--- src/rtl/md_pkg.sv ---
// md_pkg: shared types and sizing for the multiply/divide sequencer.
package md_pkg;
  localparam int MD_WIDTH = 32;
  typedef enum logic [1:0] {IDLE, RUN, DONE} mdState;
  typedef enum logic {MULT, DIV} mdOp;
  function automatic int cntWidth(input int w);
    return $clog2(w);
  endfunction
  localparam int MD_CNT_W = cntWidth(MD_WIDTH);
endpackage

--- src/rtl/md_iter_step.sv ---
// md_iter_step: one combinational Booth multiply or restoring divide iteration.
module md_iter_step
  import md_pkg::*;
#(
  parameter int WIDTH = MD_WIDTH
) (
  input  mdOp              op,
  input  logic [WIDTH-1:0] regA,
  input  logic [WIDTH-1:0] accHi,
  input  logic [WIDTH-1:0] accLo,
  input  logic             qm1,
  output logic [WIDTH-1:0] nextHi,
  output logic [WIDTH-1:0] nextLo,
  output logic             nextQm1
);
  logic [WIDTH:0] hiExt, aExt, boothSum, trial;
  logic [WIDTH-1:0] shifted;
  always_comb begin
    hiExt = {accHi[WIDTH-1], accHi};
    aExt = {regA[WIDTH-1], regA};
    boothSum = ({accLo[0], qm1} == 2'b01) ? hiExt + aExt : ({accLo[0], qm1} == 2'b10) ? hiExt - aExt : hiExt;
    // the divide remainder stays below the divisor magnitude, so its top bit is always 0
    shifted = {accHi[WIDTH-2:0], accLo[WIDTH-1]};
    trial = {1'b0, shifted} - {1'b0, regA};
    nextHi = (op == MULT) ? boothSum[WIDTH:1] : trial[WIDTH] ? shifted : trial[WIDTH-1:0];
    nextLo = (op == MULT) ? {boothSum[0], accLo[WIDTH-1:1]} : {accLo[WIDTH-2:0], ~trial[WIDTH]};
    nextQm1 = (op == MULT) && accLo[0];
  end
endmodule

--- src/rtl/md_sequencer.sv ---
// md_sequencer: multicycle signed Booth multiply / restoring divide sequencer producing HI/LO.
// Divide support (DIV op, sign fix-up, div_zero) is built only when MD_DIV_EN is defined.
module md_sequencer
  import md_pkg::*;
#(
  parameter int WIDTH = MD_WIDTH
) (
  input  logic             clock,
  input  logic             reset,
  input  logic             start_mult,
  input  logic             start_div,
  input  logic [WIDTH-1:0] op_a,
  input  logic [WIDTH-1:0] op_b,
  output logic             busy,
  output logic             done,
  output logic             hi_lo_write,
  output logic [WIDTH-1:0] hi_out,
  output logic [WIDTH-1:0] lo_out,
  output logic             div_zero
);
  localparam int CW = cntWidth(WIDTH);
  mdState state, nextState;
  mdOp op;
  logic [WIDTH-1:0] regA, accHi, accLo, stepHi, stepLo, resHi, resLo, absA, absB;
  logic qm1, stepQm1, lastIter, startDiv, divZeroHit;
  logic [CW-1:0] cnt;
  assign lastIter = cnt == CW'(WIDTH - 1);
`ifdef MD_DIV_EN
  logic qNeg, remNeg;
  assign startDiv = start_div;
  assign absA = op_a[WIDTH-1] ? -op_a : op_a;
  assign absB = op_b[WIDTH-1] ? -op_b : op_b;
  assign resHi = (op == DIV && remNeg) ? -accHi : accHi;
  assign resLo = (op == DIV && qNeg) ? -accLo : accLo;
  always_ff @(posedge clock) begin
    if (!reset) begin
      op <= MULT;
      qNeg <= 1'b0;
      remNeg <= 1'b0;
      divZeroHit <= 1'b0;
      div_zero <= 1'b0;
    end else begin
      div_zero <= state == DONE && divZeroHit;
      if (state == IDLE && (start_mult || start_div)) begin
        op <= start_mult ? MULT : DIV;
        qNeg <= op_a[WIDTH-1] ^ op_b[WIDTH-1];
        remNeg <= op_a[WIDTH-1];
        divZeroHit <= !start_mult && op_b == '0;
      end
    end
  end
`else
  logic unusedStartDiv;
  assign unusedStartDiv = start_div;
  assign startDiv = 1'b0;
  assign op = MULT;
  assign divZeroHit = 1'b0;
  assign div_zero = 1'b0;
  assign absA = '0;
  assign absB = '0;
  assign resHi = accHi;
  assign resLo = accLo;
`endif
  md_iter_step #(.WIDTH(WIDTH)) step (
    .op(op), .regA(regA), .accHi(accHi), .accLo(accLo), .qm1(qm1),
    .nextHi(stepHi), .nextLo(stepLo), .nextQm1(stepQm1)
  );
  always_comb begin
    nextState = IDLE;
    if (state == IDLE) nextState = start_mult ? RUN : !startDiv ? IDLE : (op_b == '0) ? DONE : RUN;
    else if (state == RUN) nextState = lastIter ? DONE : RUN;
  end
  always_ff @(posedge clock) begin
    if (!reset) begin
      state <= IDLE;
      cnt <= '0;
      regA <= '0;
      accHi <= '0;
      accLo <= '0;
      qm1 <= 1'b0;
      busy <= 1'b0;
      done <= 1'b0;
      hi_lo_write <= 1'b0;
      hi_out <= '0;
      lo_out <= '0;
    end else begin
      state <= nextState;
      busy <= nextState != IDLE;
      done <= state == DONE;
      hi_lo_write <= state == DONE && !divZeroHit;
      if (state == DONE && !divZeroHit) begin
        hi_out <= resHi;
        lo_out <= resLo;
      end
      if (state == IDLE && start_mult) begin
        regA <= op_a;
        accHi <= '0;
        accLo <= op_b;
        qm1 <= 1'b0;
        cnt <= '0;
      end else if (state == IDLE && startDiv) begin
        regA <= absB;
        accHi <= '0;
        accLo <= absA;
        qm1 <= 1'b0;
        cnt <= '0;
      end else if (state == RUN) begin
        accHi <= stepHi;
        accLo <= stepLo;
        qm1 <= stepQm1;
        cnt <= cnt + CW'(1);
      end
    end
  end
endmodule

--- config.mk ---
export PLATFORM = sky130hd
export DESIGN_NAME = md_sequencer
export DESIGN_NICKNAME = d
export VERILOG_FILES = /design/src/rtl/md_pkg.sv /design/src/rtl/md_iter_step.sv /design/src/rtl/md_sequencer.sv
export SDC_FILE = /design/constraint.sdc
export NUM_CORES = 1
export LEC_CHECK = 0
export ABC_AREA = 1
export CELL_PAD_IN_SITES_DETAIL_PLACEMENT = 0
export CELL_PAD_IN_SITES_GLOBAL_PLACEMENT = 1
export CORE_ASPECT_RATIO = 1.1
export CORE_MARGIN = 8
export CORE_UTILIZATION = 36
export DETAILED_ROUTE_END_ITERATION = 6
export GPL_TIMING_DRIVEN = 1
export PLACE_DENSITY_LB_ADDON = 0.1
export SLEW_MARGIN = 20
export SYNTH_ARGS = -nofsm -noshare
export SYNTH_HDL_FRONTEND = slang
export SYNTH_SLANG_ARGS = --single-unit
--- constraint.sdc ---
create_clock -name clock -period 2.2 [get_ports clock]
set_clock_uncertainty 0.1 [all_clocks]
set_input_delay 0.22 -clock clock [delete_from_list [all_inputs] [get_ports clock]]
set_output_delay 0.22 -clock clock [all_outputs]
set_load 0.02 [all_outputs]
==> results of run 1 <==
-- flip-flops by register name, indices dropped and copies added, names as in the netlist --
| signal | cells |
|---|---|
| accLo | 32 |
| qm1 | 1 |
| busy | 1 |
| hi_out | 32 |
| state | 2 |
| regA | 32 |
| accHi | 32 |
| hi_lo_write | 1 |
| cnt | 5 |
| lo_out | 32 |
-- cell type report --
type	count	area, sq um	share of cell area, %
tap	426	533	3.10
clock inverter	15	165	0.961
inverter	287	1080	6.28
clock buffer	17	425	2.48
sequential	170	3440	20.0
timing repair buffer	389	3430	19.9
multi-input combinational	1337	8120	47.2
-- cells by family after synthesis --
kind of cell	Yosys count	share of synthesized area (%)
XOR/XNOR	15	1.13
buffers and inverters	380	13.2
AO/OA/AOI/OAI	404	18.4
flip-flops	170	29.4
adder cells (fa/ha/maj)	70	7.69
AND/OR/NAND/NOR	847	30.2
other	1	0.0324
-- per-stage QoR --
stage | hold WS (ps) | cells
floorplan | 255 | 1887
detailed placement | 365 | 2594
global placement | 352 | 2594
finish | 288 | 2641
global route | 307 | 2641
CTS | 264 | 2627
-- cell usage after synthesis (all sizes together), types with 7 or more instances --
library cell,instances
buf,39
and2,7
clkbuf,54
inv,284
nor2,280
o21ai,176
nand3,87
ha,68
dfxtp,170
a21oi,170
nand2,448
nor3,16
o22ai,31
o21bai,13
xor2,15
-- power by group through the flow --
| stage | clock [W] | combinational [W] | sequential, W |
|---|---|---|---|
| 2_1_floorplan | 0 | 0.00170 | 0.00340 |
| 3_3_place_gp | 0 | 0.00311 | 0.00340 |
| 3_5_place_dp | 0 | 0.00312 | 0.00340 |
| 4_1_cts | 0.00321 | 0.00329 | 0.00334 |
| 5_1_grt | 0.00334 | 0.00421 | 0.00338 |
| 6_report | 0.00313 | 0.00388 | 0.00336 |
-- worst max-delay path: cells and delay by family, from the launching register on --
family,cells,cell delay (ps)
DFF,1,340
buffers and inverters,1,120
and+or+nand+nor,12,940
adders and majority gates,2,550
-- routing by layer --
layer / routed length (um) / vias up
met5: 10 / -
met4: 741 / 2
met3: 3640 / 40
met2: 20300 / 350
met1: 20800 / 5964
li1: - / 6575
-- timing repair --
| item | 4_1_cts | 5_1_grt |
|---|---|---|
| resized for setup | 106 | 307 |
| hold endpoints to repair | 2 | 0 |
| setup endpoints to repair | 23 | 27 |
| buffers inserted | 0 | 16 |
| pin swaps | 12 | 117 |
| hold buffers | 1 | 0 |
-- placed cells by master (no fill, tap or decap), types with 8 or more instances in the layout --
cell | Yosys | routed
a21oi_1 | 168 | 135
a21oi_2 | 2 | 29
buf_4 | 14 | 230
buf_6 | 3 | 15
clkbuf_16 | 0 | 17
clkdlybuf4s50_1 | 0 | 132
dfxtp_1 | 170 | 146
dfxtp_2 | 0 | 22
ha_1 | 68 | 32
ha_4 | 0 | 32
inv_1 | 263 | 238
inv_2 | 21 | 46
nand2_1 | 438 | 332
nand2_2 | 10 | 90
nand2_4 | 0 | 26
nand3_1 | 84 | 66
nand3_2 | 3 | 14
nor2_1 | 254 | 223
nor2_2 | 23 | 30
nor2_4 | 3 | 27
o21ai_0 | 142 | 137
o21ai_1 | 34 | 38
o21bai_1 | 13 | 8
o22ai_1 | 31 | 31
xor2_1 | 15 | 14
-- worst paths after layout --
check                   end    start  depth (start not counted)
setup / recovery  accHi[29]  regA[0]                         15
hold / removal      regA[4]  op_a[4]                          3
setup reg to reg  accHi[29]  regA[0]                         15
hold reg to reg      cnt[4]   cnt[4]                          2
==> results.yml, run 1 <==
run_status:
  status: "completed"
power_and_ir_drop:
  internal_power_w: 0.00643
  p_sw_w: 0.00393
  vdd.ir_drop.worst_mv: 0.603
  p_total_w: 0.0104
  leakagePower_nw: 8.29
  p_seq_share_pct: 32.4
  swShare_pct: 37.9
  powerDensity_nw_per_um2: 603
  combPwrFrac_pct: 37.4
  p_clk_share_pct: 30.2
floorplan:
  num_rows: 69
  coreArea_sq_um: 32000
  ios: 136
  die_h_um: 204
  die_area_sq_um: 38200
  fp.dieW_um: 187
  initial_core_util_pct: 36.1
logic_synthesis:
  ys_seq_area_share_pct: 29.4
  synth.ff_latch_count: 170
  syn-num-nets: 2025
  synth.cell_area_sq_um: 11600
  yosysTopAreaCell: "dfxtp_1"
  synth_edf_count: 0
  synth_area_leaders: "dfxtp_1 (29%), nand2_1 (14%), inv_1 (8.5%)"
  async_flop_share_pct: 0
  ys.flop_type: "dfxtp_1"
  synth_cells: 1887
  synth_top_area_share_pct: 29.4
  syn_avg_cell_area_sq_um: 6.14
  synth_cell_types: 39
  yosysWarnings: 0
drt:
  drt_pass1_iterations: 5
  ant_nets: 0
  vias: 12900
  routed_via_density: 4.90
  wl_per_cell_um: 17.2
  wirelength_um: 45400
  drt_iter0_drc: 903
  drc: 0
sta:
  rsz0062_at_grt: "yes"
  fin_crit_sh_pct: 97.9
  tightest_slew_ps: 719
  slew_viol_final: 0
  final-hold-violation-count: 0
  fin_tns_setup_ps: 0
  max_freq_mhz: 464
  relSlewSlack_pct: 52.1
  setup_ws_ps: 46.0
  setup_viol: 0
  min_period_ps: 2150
run:
  maxCapViolations: 0
critical_path:
  arrival_ps: 2410
  critical_path.max_fanout: 4
  start_kind: "flip-flop"
  cp_common_cell: "nand2_2"
  r2r_slack_ps: 50
  cp_slowest_stage_delay_ps: 400
  critPathKind: "reg2reg"
  worst_path_max_delay_cell: "fa_2"
  crit_path_end_kind: "flip-flop"
  crit_required_ps: 2450
  crit_chain: "buf_6 > ha_4 > fa_2 > nand2_2 > nand2_2 > nand3_4 > nand2_4 > nand3_1 > nand2_2 > nand2_2 > nand3_1 > nand2_1 > nor2_1 > nor2_1 > nor2_1"
placed_design:
  place_ws_ps: -227
  placed_area_sq_um: 14900
  routabilityCongestion: 0.935
  hpwl_um: 33300
  port_buffers: 133
grt:
  antenna_found_initial: 1
  grt_util_all_layers_pct: 22.9
  grt_util_met2_pct: 36.5
  grt_pass1_wl_um: 69000
  met3_usage_pct: 6.35
  grt.busiest_layer: "met2"
  gr-total-overflow: 0
  grt_pass1_vias: 12600
  met1_usage_pct: 30.3
  grt_max_degree: 129
layout:
  post-route-util_pct: 53.7
  area_growth_pct: 48.4
  final_nets: 2340
  layout-drive-gt1-share_pct: 29.3
  fillers: 3247
  finalInstanceArea_sq_um: 17200
  n_antenna_cell: 0
clock_network:
  cts_tree: "done"
  clk_path_buf_depth: 2
  root_buffer: "clkbuf_16"
  cts_sinks: 170
  cts_made_buffers: 17
  clkTransAtPathRegs_ps: 80
  insertion_delay_ps: 460
  h-tree-depth: 4
min_path:
  holdCritPathClass: "in2reg"
No activity file was read; power rests on OpenSTA's default activity.
==> run 2: changes to the inputs <==
--- a/config.mk
+++ b/config.mk
@@ -13,7 +13,7 @@
 export CORE_UTILIZATION = 36
 export DETAILED_ROUTE_END_ITERATION = 6
 export GPL_TIMING_DRIVEN = 1
-export PLACE_DENSITY_LB_ADDON = 0.1
+export PLACE_DENSITY_LB_ADDON = 0.12
 export SLEW_MARGIN = 20
 export SYNTH_ARGS = -nofsm -noshare
 export SYNTH_HDL_FRONTEND = slang
==> run 2 against run 1 <==
- cell area down 0.52%
- cell count up 0.30%
- die area unchanged
- combinational power down 2%
- critical path type unchanged
- largest cell class unchanged
- largest power group unchanged
- highest routed layer is now met4
==> results.yml, run 2 (same netlist as run 1, synthesis figures left out) <==
layout:
  n_antenna_cell: 0
  fillers: 3261
  area_growth_pct: 47.7
  layout-drive-gt1-share_pct: 28.4
  final_nets: 2348
  final_common_cell: "nand2_1"
  finalInstanceArea_sq_um: 17100
  layout_common_cells: "nand2_1 (354), inv_1 (245), buf_4 (244)"
floorplan:
  initial_core_util_pct: 36.1
  die_h_um: 204
  die_area_sq_um: 38200
  fp.dieW_um: 187
  coreArea_sq_um: 32000
  ios: 136
  num_rows: 69
sta:
  final-hold-violation-count: 0
  max_freq_mhz: 461
  tightest_slew_ps: 529
  fin_tns_setup_ps: 0
  min_period_ps: 2170
  relSlewSlack_pct: 64.5
  setup_viol: 0
  fin_crit_sh_pct: 98.7
  hold_slack_ps: 278
  slew_viol_final: 0
  rsz0062_at_grt: "yes"
power_and_ir_drop:
  vdd.ir_drop.worst_mv: 0.641
  leakagePower_nw: 8.29
  powerDensity_nw_per_um2: 605
drt:
  wirelength_um: 44900
  drc: 0
  ant_nets: 0
  drt_iter0_drc: 817
  wl_per_cell_um: 17.0
  vias: 13000
  drt_pass1_iterations: 6
  routed_via_density: 4.90
grt:
  grt_pass1_wl_um: 69300
  grt_pass1_vias: 12600
  gr-total-overflow: 0
  grt_util_all_layers_pct: 22.9
  antenna_found_initial: 0
  grt_max_degree: 129
min_path:
  holdCritPathClass: "in2reg"
critical_path:
  worst_path_max_delay_cell: "dfxtp_1"
  cp_common_cell: "nor2_2"
  crit_required_ps: 2440
  critPathKind: "reg2reg"
  cp_slowest_stage_delay_ps: 340
  critical_path.max_fanout: 6
  crit_chain: "inv_1 > ha_4 > buf_6 > nor2_4 > inv_1 > nor2_4 > inv_2 > nor3_4 > nand3_4 > a21oi_2 > nor2_2 > nor2_2 > nor2_2"
  arrival_ps: 2410
  start_kind: "flip-flop"
  crit_path_end_kind: "flip-flop"
clock_network:
  clk_path_buf_depth: 2
  insertion_delay_ps: 460
  cts_sinks: 170
  h-tree-depth: 4
  clkTransAtPathRegs_ps: 80
  root_buffer: "clkbuf_16"
  cts_made_buffers: 17
  cts_tree: "done"
placed_design:
  routabilityCongestion: 0.914
  hpwl_um: 33300
  port_buffers: 133
  placed_area_sq_um: 15000
run_status:
  status: "completed"
run:
  maxCapViolations: 0
run 2: area by class of cell:
type / instances / area (sq um) / share of cell area, %
clock buffers: 17 / 425 / 2.49
clock inverters: 15 / 176 / 1.03
inverters: 287 / 1080 / 6.30
multi-input cells: 1337 / 7960 / 46.5
flip-flops and latches: 170 / 3430 / 20.1
well taps: 426 / 533 / 3.12
repair buffers: 397 / 3490 / 20.4
run 2: per-stage QoR:
stage	utilization (%)	cells	power, W	worst slack (ps)
after floorplan	-	1887	0.00510	95.3
after global placement	46.9	2600	0.00654	-254
after detailed placement	46.9	2600	0.00656	-247
after CTS	50.4	2636	0.00997	-24.1
after global routing	53.4	2649	0.0109	-96.1
final	53.4	2649	0.0103	28.5
run 2: path summary, 6_finish.rpt:
check	from	to	slack [ps]	cells past startpoint
worst max-delay path	regA[15]	accHi[25]	30	13
worst max register to register	regA[15]	accHi[25]	30	13
worst min register to register	cnt[4]	cnt[4]	380	2
worst min-delay path	op_a[3]	regA[3]	280	3
run 2: worst max-delay path: cells and delay by family, from the launching register on:
| family | cells | cell delay, ps |
|---|---|---|
| flip-flops | 1 | 340 |
| adder cells (fa/ha/maj) | 1 | 250 |
| buffers and inverters | 4 | 360 |
| AND/OR/NAND/NOR | 7 | 830 |
| AO/OA/AOI/OAI | 1 | 160 |
run 2: what timing repair did:
| item | in CTS | in global routing |
|---|---|---|
| setup endpoints to repair | 26 | 28 |
| pin swaps | 22 | 89 |
| hold buffers | 1 | 0 |
| gates cloned | 0 | 0 |
| buffers inserted | 3 | 13 |
| resized for setup | 115 | 242 |
| hold endpoints to repair | 3 | 0 |
run 2: report_power, final:
part | internal [W] | switching, W | leakage [nW]
Sequential | 0.00324 | 0.000118 | 1.40
Clock | 0.00163 | 0.00156 | 0.284
Combinational | 0.00164 | 0.00216 | 6.61
Total | 0.00650 | 0.00384 | 8.29
run 2: layer usage:
metal | share of wire (%) | track usage, %
met1 | 47 | 30.8
met2 | 45 | 36.9
met3 | 6.7 | 5.03
met4 | 1.3 | 5.53
met5 | 0 | 0
